`src/rtl/engine2vga_writer.sv`:
```
`default_nettype none
// ============================================================================
// Module   : engine2vga_writer
// Function : Collects Mandelbrot engine results through a small FIFO, maps
//            each (x, y, iter) to a frame-buffer address and colour index,
//            and drives the VGA frame-buffer write port. Also provides a
//            hardware clear-screen sweep and end-of-frame pulse.
// Revision : 1.0 - initial release
// ============================================================================
module engine2vga_writer #(
  parameter int H_RES      = 640,
  parameter int V_RES      = 480,
  parameter int ITER_W     = 16,
  parameter int FIFO_DEPTH = 4
) (
  input  logic              clk_iCLK,
  input  logic              iRST,
  input  logic              iPix_valid,
  output logic              oPix_ready,
  input  logic [9:0]        iPix_x,
  input  logic [8:0]        iPix_y,
  input  logic [ITER_W-1:0] iPix_iter,
  input  logic [ITER_W-1:0] iMax_iter,
  input  logic              iClear,
  output logic [7:0]        writedata_oDATA,
  output logic [18:0]       address_oADDR,
  output logic              write_oWR_en,
  output logic              oBusy,
  output logic              oFrame_done,
  output logic [15:0]       oDrop_cnt
);

  localparam int AW = $clog2(FIFO_DEPTH);
  localparam int DW = 10 + 9 + ITER_W;

  localparam logic [AW:0]   C_DEPTH    = (AW+1)'(FIFO_DEPTH);
  localparam logic [9:0]    C_H_RES    = 10'(H_RES);
  localparam logic [8:0]    C_V_RES    = 9'(V_RES);
  localparam logic [18:0]   C_LAST_PIX = 19'(H_RES * V_RES - 1);
  localparam logic [15:0]   C_DROP_MAX = 16'hFFFF;

  typedef enum logic [1:0] {
    ST_RUN   = 2'd0,
    ST_DRAIN = 2'd1,
    ST_CLEAR = 2'd2
  } state_t;

  state_t         r_state;

  // Input FIFO storage and bookkeeping
  logic [DW-1:0]  r_mem [FIFO_DEPTH];
  logic [AW-1:0]  r_wr_ptr;
  logic [AW-1:0]  r_rd_ptr;
  logic [AW:0]    r_count;

  // Output stage and control registers
  logic           r_wr_en;
  logic [18:0]    r_addr;
  logic [7:0]     r_data;
  logic           r_frame_done;
  logic [15:0]    r_drop_cnt;
  logic [18:0]    r_pix_cnt;
  logic [18:0]    r_clr_addr;
  logic           r_clr_last;

  logic           w_full;
  logic           w_empty;
  logic           w_push;
  logic           w_pop;
  logic [DW-1:0]  w_head;
  logic [9:0]     w_x;
  logic [8:0]     w_y;
  logic [ITER_W-1:0] w_iter;
  logic           w_in_range;
  logic [18:0]    w_addr;
  logic [7:0]     w_index;

  assign w_full  = (r_count == C_DEPTH);
  assign w_empty = (r_count == '0);

  // Ready only from registered state; the final clear strobe cycle still
  // counts as part of the sweep, so acceptance resumes one cycle later.
  assign oPix_ready = (r_state == ST_RUN) && !w_full && !r_clr_last;

  assign w_push = iPix_valid && oPix_ready;
  assign w_pop  = (r_state != ST_CLEAR) && !w_empty;

  assign w_head = r_mem[r_rd_ptr];
  assign w_x    = w_head[DW-1 -: 10];
  assign w_y    = w_head[DW-11 -: 9];
  assign w_iter = w_head[ITER_W-1:0];

  assign w_in_range = (w_x < C_H_RES) && (w_y < C_V_RES);

  // Row stride of 640 as y*512 + y*128 + x, all at 19 bits
  assign w_addr = {1'b0, w_y, 9'b0} + {3'b0, w_y, 7'b0} + {9'b0, w_x};

  // Colour index 0 is reserved for points inside the set
  always_comb begin
    w_index = 8'h00;
    if (w_iter >= iMax_iter)
      w_index = 8'h00;
    else if (w_iter[7:0] == 8'h00)
      w_index = 8'h01;
    else
      w_index = w_iter[7:0];
  end

  // FIFO storage write; contents need no reset because pointers qualify them
  always_ff @(posedge clk_iCLK) begin
    if (w_push)
      r_mem[r_wr_ptr] <= {iPix_x, iPix_y, iPix_iter};
  end

  // FIFO pointer and occupancy tracking
  always_ff @(posedge clk_iCLK or posedge iRST) begin
    if (iRST) begin
      r_wr_ptr <= '0;
      r_rd_ptr <= '0;
      r_count  <= '0;
    end else begin
      if (w_push)
        r_wr_ptr <= r_wr_ptr + 1'b1;
      if (w_pop)
        r_rd_ptr <= r_rd_ptr + 1'b1;
      case ({w_push, w_pop})
        2'b10:   r_count <= r_count + 1'b1;
        2'b01:   r_count <= r_count - 1'b1;
        default: r_count <= r_count;
      endcase
    end
  end

  // Control FSM with registered write port, frame counter and drop counter
  always_ff @(posedge clk_iCLK or posedge iRST) begin
    if (iRST) begin
      r_state      <= ST_RUN;
      r_wr_en      <= 1'b0;
      r_addr       <= '0;
      r_data       <= '0;
      r_frame_done <= 1'b0;
      r_drop_cnt   <= '0;
      r_pix_cnt    <= '0;
      r_clr_addr   <= '0;
      r_clr_last   <= 1'b0;
    end else begin
      r_wr_en      <= 1'b0;
      r_frame_done <= 1'b0;
      r_clr_last   <= 1'b0;

      case (r_state)
        ST_RUN: begin
          if (iClear)
            r_state <= ST_DRAIN;
        end
        ST_DRAIN: begin
          // Wait until nothing is queued and the last pixel strobe is out
          if (w_empty && !r_wr_en) begin
            r_state    <= ST_CLEAR;
            r_clr_addr <= '0;
          end
        end
        ST_CLEAR: begin
          r_wr_en <= 1'b1;
          r_addr  <= r_clr_addr;
          r_data  <= 8'h00;
          if (r_clr_addr == C_LAST_PIX) begin
            r_state    <= ST_RUN;
            r_clr_addr <= '0;
            r_pix_cnt  <= '0;
            r_drop_cnt <= '0;
            r_clr_last <= 1'b1;
          end else begin
            r_clr_addr <= r_clr_addr + 1'b1;
          end
        end
        default: r_state <= ST_RUN;
      endcase

      // Pop path is active in RUN and DRAIN only
      if (w_pop) begin
        if (w_in_range) begin
          r_wr_en <= 1'b1;
          r_addr  <= w_addr;
          r_data  <= w_index;
          if (r_pix_cnt == C_LAST_PIX) begin
            r_pix_cnt    <= '0;
            r_frame_done <= 1'b1;
          end else begin
            r_pix_cnt <= r_pix_cnt + 1'b1;
          end
        end else if (r_drop_cnt != C_DROP_MAX) begin
          r_drop_cnt <= r_drop_cnt + 1'b1;
        end
      end
    end
  end

  assign write_oWR_en    = r_wr_en;
  assign address_oADDR   = r_addr;
  assign writedata_oDATA = r_data;
  assign oFrame_done     = r_frame_done;
  assign oDrop_cnt       = r_drop_cnt;
  assign oBusy           = (r_state != ST_RUN) || r_clr_last;

endmodule
`default_nettype wire
```
`config.mk`:
```
export PLATFORM = sky130hd
export DESIGN_NAME = engine2vga_writer
export DESIGN_NICKNAME = d
export VERILOG_FILES = /design/src/rtl/engine2vga_writer.sv
export SDC_FILE = /design/constraint.sdc
export NUM_CORES = 1
export LEC_CHECK = 0
export CAP_MARGIN = 20
export CORE_MARGIN = 2
export CORE_UTILIZATION = 55
export DETAILED_ROUTE_END_ITERATION = 10
export PLACE_DENSITY = 0.77
export SLEW_MARGIN = 20
export SYNTH_ARGS = -nofsm -noshare
export SYNTH_HDL_FRONTEND = slang
export SYNTH_SLANG_ARGS = --single-unit
```
`constraint.sdc`:
```
create_clock -name clk_iCLK -period 4.85 [get_ports clk_iCLK]
set_clock_uncertainty 0.1 [all_clocks]
set_input_delay 1.2125 -clock clk_iCLK [delete_from_list [all_inputs] [get_ports clk_iCLK]]
set_output_delay 1.2125 -clock clk_iCLK [all_outputs]
set_load 0.005 [all_outputs]
```
# Word level (Yosys, flattened, before mapping)
# Memories as Yosys holds them, arrays and structs flattened.
# Cells that the tools add are included.
[op_classes] n_addsub=9 n_mul=0 n_div=0 order_cmp=3 n_eq_ne=12 n_shift=0 n_mux=36 n_bitwise=0 reduce_logical=19
[op_table] cell="19-bit 2-to-1 mux" count=10
[op_table] cell="16-bit 2-to-1 mux" count=5
[op_table] cell="8-bit 2-to-1 mux" count=5
[op_table] cell="19-bit by 1-bit adder with 19-bit output (second input constant)" count=2
[op_table] cell="19-bit equality test (second input constant)" count=2
[op_table] cell="19-bit case mux with 2 select lines" count=1
[op_table] cell="18-bit by 16-bit adder with 19-bit output" count=1
[op_table] cell="19-bit by 10-bit adder with 19-bit output" count=1
[op_table] cell="16-bit by 1-bit adder with 16-bit output (second input constant)" count=1
[op_table] cell="16-bit greater-or-equal comparator" count=1
[op_table] cell="16-bit inequality test (second input constant)" count=1
[op_table] cell="10-bit < comparator (second input constant)" count=1
[op_table] cell="1-bit 2-to-1 mux" count=10
[op_table] cell="9-bit < comparator (second input constant)" count=1
[op_table] cell="8-bit logical NOT" count=1
[op_table] cell="2-bit inequality test (second input constant)" count=4
[op_table] cell="1-bit logical AND" count=6
[op_table] cell="2-bit 2-to-1 mux" count=3
[op_table] cell="2-bit case mux with 3 select lines" count=1
[op_table] cell="3-bit case mux with 2 select lines" count=1
[op_table] cell="2-bit nonzero test" count=3
[op_table] cell="2-bit by 1-bit adder with 2-bit output (second input constant)" count=2
[op_table] cell="2-bit by 1-bit equality test with 1-bit output (second input constant)" count=2
[op_table] cell="2-bit equality test (second input constant)" count=2
[op_table] cell="other kinds (9)" count=12
[totals] register_bits=93 latch_bits=0 ram_bits=140 mem_bits_ro=0 input_bits=55 output_inout_bits=47 wordCells=92 memories=1
[memory_table] name="r_mem" depth=4 width=35 rd=1 rd_ports_with_merged_regs=0 wr=1 line="51" source="logic [DW-1:0] r_mem [FIFO_DEPTH];"

# Logic depth before layout (Yosys ltp)
# Gate-level depths: netlist of the first run.
[depth] depth_word=7 ltp_mapped=13 depth_no_buf=10

# Least setup slack after synthesis of the first run
# OpenSTA, ideal clock, no wires.
[synth_path] kind="reg2reg" from="register r_rd_ptr[0]" to="register r_addr[16], in the netlist address_oADDR[16]" setup_ns=0.095 arrival_ns=3.713 required_time_ns=4.655 path_slack_ns=0.942 path_stages_with_launch=14 n_path_buf=4 period_less_slack_ns=3.908 cell_sequence="dfrtp_1 -> buf_6 -> buf_6 -> buf_2 -> buf_2 -> mux4_2 -> ha_1 -> ha_1 -> fa_1 -> a211o_1 -> a211oi_1 -> o21ai_0 -> and3_1 -> o31ai_1"
[synth_between] elab_chain_len=5 elab_cells_between_ends=8 classes_between="2 x add/sub; 2 x order compare; 2 x mux; 1 x reduce/logical; 1 x memory"
[synth_lines] element="from (decl)" line="53" source="logic [AW-1:0] r_rd_ptr;"
[synth_lines] element="from (signal assigned)" line="125" source="r_rd_ptr <= r_rd_ptr + 1'b1;"
[synth_lines] element="memory 4 x 35 bit (*)"
[synth_lines] element="18-bit by 16-bit adder with 19-bit output, or another cell as far along" line="96" source="assign w_addr = {1'b0, w_y, 9'b0} + {3'b0, w_y, 7'b0} + {9'b0, w_x};"
[synth_lines] element="19-bit by 10-bit adder with 19-bit output or 1-bit logical AND (tied branches)" line="96, 93"
[synth_lines] element="19-bit 2-to-1 mux (*)" line="182" source="if (w_in_range) begin"
[synth_lines] element="19-bit 2-to-1 mux (*)" line="181" source="if (w_pop) begin"
[synth_lines] element="to (signal assigned)" line="165" source="r_addr <= r_clr_addr;"
[synth_lines] element="to (signal assigned)" line="184" source="r_addr <= w_addr;"
[synth_lines] element="to (decl)" line="58" source="logic [18:0] r_addr;"
# Mark *: on every way between the ends. The rest lies on a longest branch, timed or not.
# A chain may end at the register's enable or synchronous reset.

# Final worst setup path of the first run
[layout_path] from="register r_state[1]" to="output oPix_ready"
[layout_between] elab_chain_len=3
[layout_lines] element="from (decl)" line="48" source="state_t r_state;"
[layout_lines] element="from (signal assigned)" line="137" source="r_state <= ST_RUN;"
[layout_lines] element="from (signal assigned)" line="154" source="r_state <= ST_DRAIN;"
[layout_lines] element="from (signal assigned)" line="159" source="r_state <= ST_CLEAR;"
[layout_lines] element="2-bit logical NOT" line="83" source="assign oPix_ready = (r_state == ST_RUN) && !w_full && !r_clr_last;"
[layout_lines] element="1-bit logical AND (2 in a row)" line="83"
[layout_lines] element="to (decl)" line="19" source="output logic oPix_ready,"
# No other way between the ends.

==> flow_summary.yaml, run 1 <==
power_and_ir_drop:
  leakage_nw: 5.05
  power.density_nw_per_um2: 588
  p_switching_mw: 2.72
  p_clk_frac: 0.249
  p_total_mw: 7.68
  combPwrFrac: 0.408
  internal-power_mw: 4.97
  ir_worst_vdd_mv: 0.405
  p_seq_frac: 0.343
  switching_share: 0.354
min_path:
  hold_class: "flop to flop"
  min_to: "r_clr_addr[11]"
  hp-start: "r_clr_addr[11]"
  whs_path_depth: 1
finish:
  stdcell_count: 1218
  diodes: 0
  final_util: 0.671
  num-fill-cells: 1362
  layout.nets: 1033
  drive_gt1_frac: 0.122
  area_growth_pct: 19.5
grt:
  grt_pass1_wl_um: 36300
  grt_usage: 0.213
  antenna_found_initial: 0
  grt_max_degree: 56
  grt_pass1_vias: 7195
  grt-ovfl-total: 0
run:
  maxCapViolCount: 0
worst_setup_path:
  crit_type: "flop to output pin"
  crit-reg2reg-launch: "r_rd_ptr[0]"
  cp_data_required_time_ps: 3540
  worstPathMaxFanout: 6
  regToRegSetupSlack_ps: 1200
  reg2regPathDepth: 10
  crit_path_start_kind: "flop"
  reg2reg_to: "address_oADDR[16]"
  cp.arrival_ps: 2370
  crit_path_end_kind: "output pin"
clock_network:
  htreeDepth: 1
  cts_hold_buf: 0
  postCtsSetupRepairBufs: 0
  cts_inserted_buffers: 25
  tritoncts: "built"
  clk_pin_slew_ps: 60
  clock_latency_ps: 530
  cts_buffer_depth: 3
  root_buffer: "clkbuf_16"
  cts_resized: 0
  cts.sinks: 233
logic_synthesis:
  yosys_warnings: 0
  synthDistinctLibCells: 66
  synthFlopType: "edfxtp_1"
  synth-seq-area-share: 0.597
  synth-seq-cells: 233
  synth.cell_area_um2: 10900
  avgSynthCellArea_um2: 13.2
  synth-async-reset-ratio: 0.399
  syn_nets: 926
  synth-edff-count: 140
  synthCells: 827
timing:
  fmax_mhz: 272
  finalSetupTns_ps: 0
  tightest_slew_ps: 944
  fin_crit_ps: 3680
  slew_violations: 0
  period_share: 0.759
  finalSetupViolations: 0
  maxSlewHeadroom: 0.371
  finalHoldViolCount: 0
  grt_setup_unrepaired: "no"
place:
  dp_cells: 1172
  place.gp.congestion: 0.862
  hpwl_um: 14700
  io_buffers: 101
floorplanning:
  start_util: 0.562
  rows: 51
  chipHeight_um: 145
  placeableCoreArea_um2: 19500
  die-area_um2: 21000
  die_w_um: 145
  io_pins: 102
route:
  drt-initial-drc-count: 525
  postRouteWirelength_um: 22300
  vias: 7106
  wl_per_cell_um: 18.3
  vias_per_cell: 5.83
  ant_nets: 0
  dr.pass1.iters: 5
  drc_errors: 0
status:
  outcome: "complete, no violations"
==> registers in the layout (all words and copies together), names as in the netlist <==
signal	count
r_mem	140
address_oADDR	19
r_clr_addr	19
r_pix_cnt	19
oDrop_cnt	16
writedata_oDATA	8
r_count	3
r_rd_ptr	2
r_state	2
r_wr_ptr	2
oFrame_done	1
r_clr_last	1
write_oWR_en	1
==> area by class of cell <==
class                           count  area (um2)  share of cell area
Clock buffer                       28         668              0.0511
Multi-Input combinational cell    518        4100               0.314
Inverter                           45         171              0.0131
Sequential cell                   233        6530               0.500
Clock inverter                     18         176              0.0135
Timing Repair Buffer              111        1090              0.0831
Tap cell                          265         332              0.0254
==> per-stage QoR <==
| stage | worst slack [ps] | cell area [um2] | hold slack [ps] |
|---|---|---|---|
| after floorplan | 942 | 10900 | 360 |
| after global placement | 1220 | 12200 | 386 |
| after detailed placement | 1160 | 12200 | 392 |
| after CTS | 1140 | 13100 | 400 |
| after global routing | 823 | 13100 | 426 |
| final | 1170 | 13100 | 400 |
==> cell families (layout without fill, tap and decap cells) <==
kind of cell | Yosys count | count (layout) | share of synthesized area
AOI/OAI and AO/OA | 155 | 155 | 0.0985
xor gates and xnor gates | 11 | 11 | 0.00881
adders and majority gates | 44 | 44 | 0.0524
buffers and inverters | 76 | 202 | 0.0293
DFF | 233 | 233 | 0.597
muxes | 55 | 55 | 0.0905
and+or+nand+nor | 253 | 253 | 0.123
==> worst max-delay path, stage by stage (launching register included) <==
cell and delay [ps]:
dfrtp_1 430, or3_1 420, a31oi_1 390, clkdlybuf4s50_1 590
==> power by group through the flow <==
stage	combinational, mW	sequential (mW)	clock (mW)
floorplan	2.26	2.60	0
finish	3.13	2.64	1.91
detailed placement	3.11	2.67	0
global route	3.49	2.67	2.03
global placement	3.04	2.67	0
CTS	3.16	2.64	1.94
==> synth_stat cells, drive strengths merged, types with 4 or more instances <==
library cell  count  area share
nor3              9      0.0041
nor4b             5      0.0054
and2              8      0.0048
o211ai            6      0.0041
o21a              5      0.0034
or4               8      0.0055
nand2            84       0.029
o31ai            12      0.0082
nand3            30       0.015
a211oi           15       0.011
xnor2             6      0.0048
o21ai            26       0.012
xor2              5      0.0040
or2               5      0.0029
a31oi            15      0.0086
nand4            18       0.012
or3              13      0.0074
a22o             14       0.011
nor2b             4      0.0023
a211o             4      0.0032
nor4              7      0.0040
inv              45       0.015
dfrtp            93        0.21
mux4             35       0.072
buf              16      0.0087
edfxtp          140        0.38
a21o             15       0.010
nor2             32       0.011
clkbuf           15      0.0051
ha               41       0.047
a21oi            24       0.011
and3             16      0.0092
mux2i            19       0.017
==> routing by layer <==
metal / routed length, um / track usage / vias up
met5: 0 / 0 / -
met2: 10700 / 0.352 / 220
met1: 9620 / 0.287 / 3464
met3: 1390 / 0.0447 / 39
li1: - / - / 3383
met4: 561 / 0.0624 / 0
==> worst max-delay path by stage <==
stage	depth (start not counted)	to	start
after CTS	10	address_oADDR[16]	r_rd_ptr[0]
after global placement	10	address_oADDR[16]	r_rd_ptr[0]
after global routing	11	address_oADDR[15]	r_rd_ptr[0]
after floorplan	13	address_oADDR[16]	r_rd_ptr[0]
final	3	oPix_ready	r_state[1]
after detailed placement	10	address_oADDR[16]	r_rd_ptr[0]
==> layout by cell type (no fill, tap or decap), drive strengths merged, types with 26 or more instances in the layout <==
cell type        n
edfxtp         140
clkdlybuf4s50  101
dfrtp           93
nand2           84
inv             48
ha              41
mux4            35
nor2            32
nand3           30
clkbuf          28
o21ai           26
No activity file was read; power rests on OpenSTA's default activity.
==> run 2: changes to the inputs <==
==> constraint.sdc (replaced) <==
create_clock -name clk_iCLK -period 3.6 [get_ports clk_iCLK]
set_clock_uncertainty 0.1 [all_clocks]
set_input_delay 0.9 -clock clk_iCLK [delete_from_list [all_inputs] [get_ports clk_iCLK]]
set_output_delay 0.9 -clock clk_iCLK [all_outputs]
set_load 0.005 [all_outputs]
==> flow_summary.yaml, run 2 (synthesis gave the netlist of run 1 again) <==
status:
  outcome: "complete, no violations"
timing:
  period_share: 0.951
  fin_crit_ps: 3420
  slew_violations: 0
  grt_setup_unrepaired: "no"
  tightest_slew_ps: 760
  finalSetupViolations: 0
  finalSetupTns_ps: 0
  whs_ps: 403
  finalHoldViolCount: 0
  final.setup.worst_slack_ps: 176
  maxSlewHeadroom: 0.489
  fmax_mhz: 292
worst_setup_path:
  crit_type: "flop to flop"
  slowest_delay_ps: 550
  reg2regPathDepth: 10
  crit_chain: "mux4_2, inv_1, fa_1, inv_1, fa_1, a211o_1, a211oi_1, o21ai_0, and3_1, o31ai_1"
  cpMaxStageDelayCell: "dfrtp_4"
  crit_path_start_kind: "flop"
  crit_path_end_kind: "flop"
  worstPathMaxFanout: 8
  cp_data_required_time_ps: 3920
  cp.arrival_ps: 3740
floorplanning:
  rows: 51
  die-area_um2: 21000
  placeableCoreArea_um2: 19500
  chipHeight_um: 145
  die_w_um: 145
  io_pins: 102
  start_util: 0.562
run:
  maxCapViolCount: 0
clock_network:
  clock_latency_ps: 540
  cts.sinks: 233
  cts_buffer_depth: 3
  root_buffer: "clkbuf_16"
  tritoncts: "built"
  cts_inserted_buffers: 24
  clk_pin_slew_ps: 70
  htreeDepth: 1
power_and_ir_drop:
  p_total_mw: 10.3
  ir_worst_vdd_mv: 0.595
  leakage_nw: 5.08
  power.density_nw_per_um2: 790
grt:
  grt_usage: 0.222
  grt_max_degree: 55
  grt_pass1_vias: 7260
  grt-ovfl-total: 0
  antenna_found_initial: 0
  grt_pass1_wl_um: 37700
finish:
  final_area_um2: 13100
  diodes: 0
  stdcell_count: 1227
  final_common_cell: "edfxtp_1"
  layout.nets: 1043
  largest_reg_flops: 140
  final_util: 0.673
  drive_gt1_frac: 0.128
  top_register: "r_mem"
  area_growth_pct: 19.8
  mostFrequentLayoutCells: "140 x edfxtp_1, 101 x clkdlybuf4s50_1, 91 x dfrtp_1"
place:
  place.gp.congestion: 0.867
  dpl-instance-area_um2: 12300
  io_buffers: 101
  preCtsSetupSlack_ps: 52.6
  hpwl_um: 15400
  dp_cells: 1180
route:
  dr.pass1.iters: 5
  drc_errors: 0
  vias_per_cell: 5.98
  vias: 7334
  wl_per_cell_um: 18.9
  ant_nets: 0
  drt-initial-drc-count: 501
  postRouteWirelength_um: 23200
min_path:
  hold_class: "flop to flop"
  whs_path_depth: 1
==> run 2: changes by cell type in the layout (fill, tap and decap cells not counted), moves of 2 or more <==
cell and delta:
clkbuf_8 +2, clkinv_1 +2, clkinvlp_4 -2, clkbuf_16 -2, buf_4 +9
==> run 2: cell type report <==
type	count	area [um2]
Sequential cell	233	6540
Inverter	45	171
Timing Repair Buffer	122	1180
Clock buffer	29	649
Tap cell	265	332
Clock inverter	15	133
Multi-Input combinational cell	518	4090
Fill cell	1400	6370
==> run 2: what timing repair did <==
action	in CTS	in global routing
hold buffers	0	0
pin swaps	0	0
resized for setup	1	2
endpoints found under the setup margin	1	3
buffers inserted	0	3
==> run 2: path summary, 6_finish.rpt <==
kind                         startpoint  slack, ps           endpoint
min reg2reg                r_pix_cnt[6]        400       r_pix_cnt[6]
max                         r_rd_ptr[0]        180  address_oADDR[16]
min in group asynchronous          iRST        740        r_rd_ptr[0]
max in group asynchronous          iRST       1980   address_oADDR[5]
min                        r_pix_cnt[6]        400       r_pix_cnt[6]
max reg2reg                 r_rd_ptr[0]        180  address_oADDR[16]
==> run 2: critical path: cells and delay by family, from the launching register on <==
family	cells	cell delay, ps
multiplexers	1	390
buffers and inverters	2	140
AND/OR/NAND/NOR	1	210
adder cells (fa/ha/maj)	2	990
flip-flops	1	550
AO/OA/AOI/OAI	4	910
==> run 2: layer usage <==
metal | GRT usage | share of wire
met2 | 0.372 | 0.50
met3 | 0.0352 | 0.054
met1 | 0.301 | 0.42
met4 | 0.0723 | 0.029
met5 | 0 | 0
==> run 2: power by group <==
group	switching, mW	total, mW	internal, mW
sequential	0.321	3.58	3.26
combinational	2.34	4.36	2.01
clock	1.04	2.41	1.37
total	3.70	10.3	6.64
